<file path="src/rtl/td4e_pkg.sv">
// Shared widths and FSM state type for the TD4E fetch unit.
// Used by td4e_fetch_unit and td4e_pc.
package td4e_pkg;

    localparam int unsigned INSTR_W = 8;
    localparam int unsigned OPC_W   = 4;
    localparam int unsigned IMM_W   = 4;
    localparam int unsigned PC_W    = 4;

    typedef enum logic [1:0] {
        StIdle,
        StFetch,
        StExec,
        StHalt
    } fetch_state_e;

endpackage

</file>
<file path="src/rtl/td4e_pc.sv">
// TD4E program counter: synchronous reset, increments or loads a jump target when enabled.
// The increment wraps modulo 2**PC_W.
module td4e_pc
    import td4e_pkg::*;
#(
    parameter logic [PC_W-1:0] RESET_PC = '0
) (
    input  logic            clk,
    input  logic            rst,
    input  logic            en,
    input  logic            load_n,
    input  logic [PC_W-1:0] d,
    output logic [PC_W-1:0] q
);

    logic [PC_W-1:0] q_q;
    logic [PC_W-1:0] q_d;

    always_comb begin
        q_d = q_q;
        if (en) begin
            q_d = load_n ? q_q + PC_W'(1) : d;
        end
    end

    always_ff @(posedge clk) begin
        if (rst) begin
            q_q <= RESET_PC;
        end else begin
            q_q <= q_d;
        end
    end

    assign q = q_q;

endmodule

</file>
<file path="src/rtl/td4e_fetch_unit.sv">
// TD4E fetch/execute sequencer: ROM handshake, instruction register, carry flag, halt control.
// Optional TD4E_SINGLE_STEP_EN adds step_mode/step inputs for single-instruction stepping.
module td4e_fetch_unit
    import td4e_pkg::*;
#(
    parameter logic [PC_W-1:0] RESET_PC = 4'h0
) (
    input  logic               clk,
    input  logic               rst,
    output logic               mem_req,
    output logic [PC_W-1:0]    mem_addr,
    input  logic               mem_ack,
    input  logic [INSTR_W-1:0] mem_rdata,
    output logic [OPC_W-1:0]   opcode,
    output logic [IMM_W-1:0]   imm,
    input  logic               pc_load_n,
    input  logic               carry_in,
    output logic               carry_q,
    output logic               exec_en,
    input  logic               halt,
`ifdef TD4E_SINGLE_STEP_EN
    input  logic               step_mode,
    input  logic               step,
`endif
    output logic [PC_W-1:0]    pc
);

    fetch_state_e       state_q, state_d;
    logic [INSTR_W-1:0] ir_q, ir_d;
    logic               carry_d;
    logic               single_step;
    logic               step_go;

`ifdef TD4E_SINGLE_STEP_EN
    assign single_step = step_mode;
    assign step_go     = step;
`else
    assign single_step = 1'b0;
    assign step_go     = 1'b0;
`endif

    always_ff @(posedge clk) begin
        if (rst) begin
            state_q <= StIdle;
            ir_q    <= '0;
            carry_q <= 1'b0;
        end else begin
            state_q <= state_d;
            ir_q    <= ir_d;
            carry_q <= carry_d;
        end
    end

    always_comb begin
        state_d = state_q;
        unique case (state_q)
            StIdle:  state_d = StFetch;
            StFetch: state_d = mem_ack ? StExec : StFetch;
            StExec:  state_d = (halt || single_step) ? StHalt : StFetch;
            StHalt:  state_d = (!halt || step_go) ? StFetch : StHalt;
            default: state_d = StIdle;
        endcase
    end

    always_comb begin
        mem_req = (state_q == StFetch);
        exec_en = (state_q == StExec);
        // IR only captures in FETCH, so stray acks elsewhere are ignored.
        ir_d    = (mem_req && mem_ack) ? mem_rdata : ir_q;
        carry_d = exec_en ? carry_in : carry_q;
    end

    td4e_pc #(
        .RESET_PC(RESET_PC)
    ) u_pc (
        .clk   (clk),
        .rst   (rst),
        .en    (exec_en),
        .load_n(pc_load_n),
        .d     (imm),
        .q     (pc)
    );

    assign mem_addr = pc;
    assign opcode   = ir_q[INSTR_W-1:IMM_W];
    assign imm      = ir_q[IMM_W-1:0];

endmodule

</file>
<file path="config.mk">
export PLATFORM = sky130hd
export DESIGN_NAME = td4e_fetch_unit
export DESIGN_NICKNAME = d
export VERILOG_FILES = /design/src/rtl/td4e_pkg.sv /design/src/rtl/td4e_pc.sv /design/src/rtl/td4e_fetch_unit.sv
export SDC_FILE = /design/constraint.sdc
export NUM_CORES = 1
export LEC_CHECK = 0
export ABC_AREA = 1
export ABC_CLOCK_PERIOD_IN_PS = 2650
export BUFFER_PORTS_ARGS = -buffer_cell sky130_fd_sc_hd__buf_4
export CAP_MARGIN = 10
export CORE_UTILIZATION = 30
export CTS_BUF_LIST = sky130_fd_sc_hd__clkbuf_8
export CTS_CLUSTER_DIAMETER = 80
export DETAILED_ROUTE_END_ITERATION = 6
export GPL_TIMING_DRIVEN = 0
export SLEW_MARGIN = 40
export SYNTH_ARGS = -nofsm -noshare
export SYNTH_HDL_FRONTEND = slang
export SYNTH_HIERARCHICAL = 1
export SYNTH_SLANG_ARGS = --single-unit
</file>
<file path="constraint.sdc">
create_clock -name clk -period 2.65 [get_ports clk]
set_input_delay 0.3975 -clock clk [delete_from_list [all_inputs] [get_ports clk]]
set_output_delay 0.3975 -clock clk [all_outputs]
set_load 0.005 [all_outputs]
</file>
==> results.md <==
* Core Util, Final at 0.467
* Largest net degree at the start of global routing at 11
* Post-synth top area cell: dfxtp_1
* Critical Path RT at 2250 ps
* Slew HR at 0.674
* Final clock skew at 2.61 ps
* Fin crit share at 0.649
* Unique cell type count in the Yosys netlist at 19
* Synth area leaders: dfxtp_1, nand2_1, nor2_1
* Total power at 530 uW
* I/O pin count at 33
* Post-DR wirelength/cell at 9.79 um
* Final min period at 1720 ps
* Peak VDD IR at 288 uV
* Sequential cell area at 300 um2
* Arrival time worst endpoint at 1320 ps
* Mapped Area at 723 um2
* Total CTS buffers at 3
* Post-synthesis sequential area ratio at 0.415
* Max clock buf depth at 2
* Routed WL at 1.66 mm
* Critical Path Max Stage Delay at 400 ps
* Full die area at 0.00261 mm2
* Remaining Overflow, GRT at 0
* Avg Inst Size Synth at 6.89 um2
* # setup viols final at 0
* Vias per inst at 4.32
* Final Slew Violations at 0
* Inserted Diodes at 0
* Multi-input gate area at 303 um2
* CP top delay family: simple AND/OR/NAND/NOR gates
* Worst Tran Pin Value at 487 ps
* Share of cells above drive strength 1 at 0.319
* Max Fclk at 581 MHz
* Initial antenna violation count at 0
* Post-synthesis net count at 120
* Worst hold path type: in -> reg
* Gpl congestion at 0.744
* Die Y at 51.1 um
* Vias in the first global route at 654
* Starting DRT DRC Count at 14
* Leakage power at 0.000554 uW
* CP bufs+invs at 2
* Gate Count Post-Synth at 105
* Max Cap Violations at 0
* Clk Latency, worst-skew pair at 250 ps
* Core Region at 0.00223 mm2
* DRT Pass-1 Iters at 4
* Pwr Density at 508 mW/mm2
* Port Buffers at 32
* CP max stage cell: nor2_1
* H-tree depth at 1
* Vias at 730
* Initial Utilization at 0.324
* CTS tree: built
* Crit path capture type: primary output
* Startpoint type of the worst setup path: register
* Drt drc at 0
* Top cell type's share of synthesized area at 0.415
* Sink Count at 15
* Yosys warns at 6
* Filler cells at 242
* Std-Cell Rows at 17
* Crit Path Max Fanout at 8
* Area grow syn2layout at 44.3%
* FF+latch count, synth at 15
* Clk slew on worst S/H paths at 60 ps
* Post-DRT Antenna Nets at 0
* Global-route wire length before repair at 2.71 mm
* Post-CTS sizing at 0
* Final TNS setup at 0 ps
* Worst R2R Setup Slack at 1260 ps
* Hold_buf cts at 0
* Setup bufs post-CTS at 0
* Unrepaired setup endpoints after global routing: no
* Crit path kind: reg -> out
* Count of final hold-check violations at 0
* Cell Chain, Critical Path: inv_1 > nor2_1 > buf_4
* GRT Total Usage at 0.137
* Final Net Count at 157
* Post-detail-place hpwl at 1.25 mm
* Status: complete, no violations
* Root Buffer: clkbuf_8
* Die width at 51.1 um
[final timing paths]
kind              startpoint         end  cells past startpoint
setup reg to reg  state_q[1]   u_pc/q[2]                      4
hold / removal           rst   u_pc/q[3]                      2
setup / recovery  state_q[1]     exec_en                      3
hold reg to reg   state_q[1]  state_q[1]                      2
[worst reg2reg max path: cells and delay by family (launching register included)]
| family | cells | cell delay [ps] |
|---|---|---|
| compound gates | 2 | 440 |
| simple gates | 1 | 400 |
| flops | 1 | 360 |
| buf+inv | 1 | 110 |
[cell usage after synthesis]
cell type / instances
nand2_1: 24
a21oi_1: 3
o211ai_1: 1
a21oi_2: 1
clkinv_1: 1
buf_6: 1
nor3_1: 1
a211oi_2: 1
inv_1: 19
o21ai_0: 4
nor2_1: 20
buf_4: 4
dfxtp_1: 15
inv_2: 1
ha_1: 1
nand3_4: 1
nand4_1: 2
nand2_2: 1
nand3_1: 4
[routing by layer]
metal,part of all wire,GRT usage
met5,0,0
met3,0.093,0.0446
met2,0.45,0.219
met4,0.016,0.0694
met1,0.44,0.163
[final cells by class]
class                      instances  share of cell area
buffer                             5              0.0396
clock inverter                     1             0.00360
timing repair buffer              32               0.230
tap                               28              0.0336
clock buffer                       3              0.0396
sequential                        15               0.288
multi-input combinational         64               0.290
inverter                          21              0.0755
[layout by cell type (no fill, tap or decap), drive strengths merged]
master,n
buf,37
nand2,25
inv,21
nor2,20
dfxtp,15
nand3,5
o21ai,4
a21oi,4
clkbuf,3
nand4,2
clkinv,1
nor3,1
a211oi,1
o211ai,1
ha,1
[state kept, by name, summed over array words and instances, names as in the netlist]
signal,cells
ir_q,8
u_pc/q,4
carry_q,1
state_q,2
[cell families after synthesis]
kind of cell    share of synthesized area
flops                               0.415
fa+ha+maj                          0.0173
simple gates                        0.313
compound gates                     0.0882
buf+inv                             0.166
[per-stage QoR]
step / hold slack, ps / instances / instance area [um2] / worst slack, ps
2_1_floorplan: 444 / 105 / 723 / 1470
3_3_place_gp: 461 / 165 / 998 / 1250
3_5_place_dp: 480 / 165 / 998 / 1210
4_1_cts: 350 / 169 / 1040 / 931
5_1_grt: 358 / 169 / 1040 / 849
6_report: 356 / 169 / 1040 / 930
[power breakdown]
group          switching (uW)  total, uW  internal (uW)
registers                11.7        251            240
logic                    42.1       92.0           49.9
clock network            84.4        187            103
(Power assumes the default switching activity.)
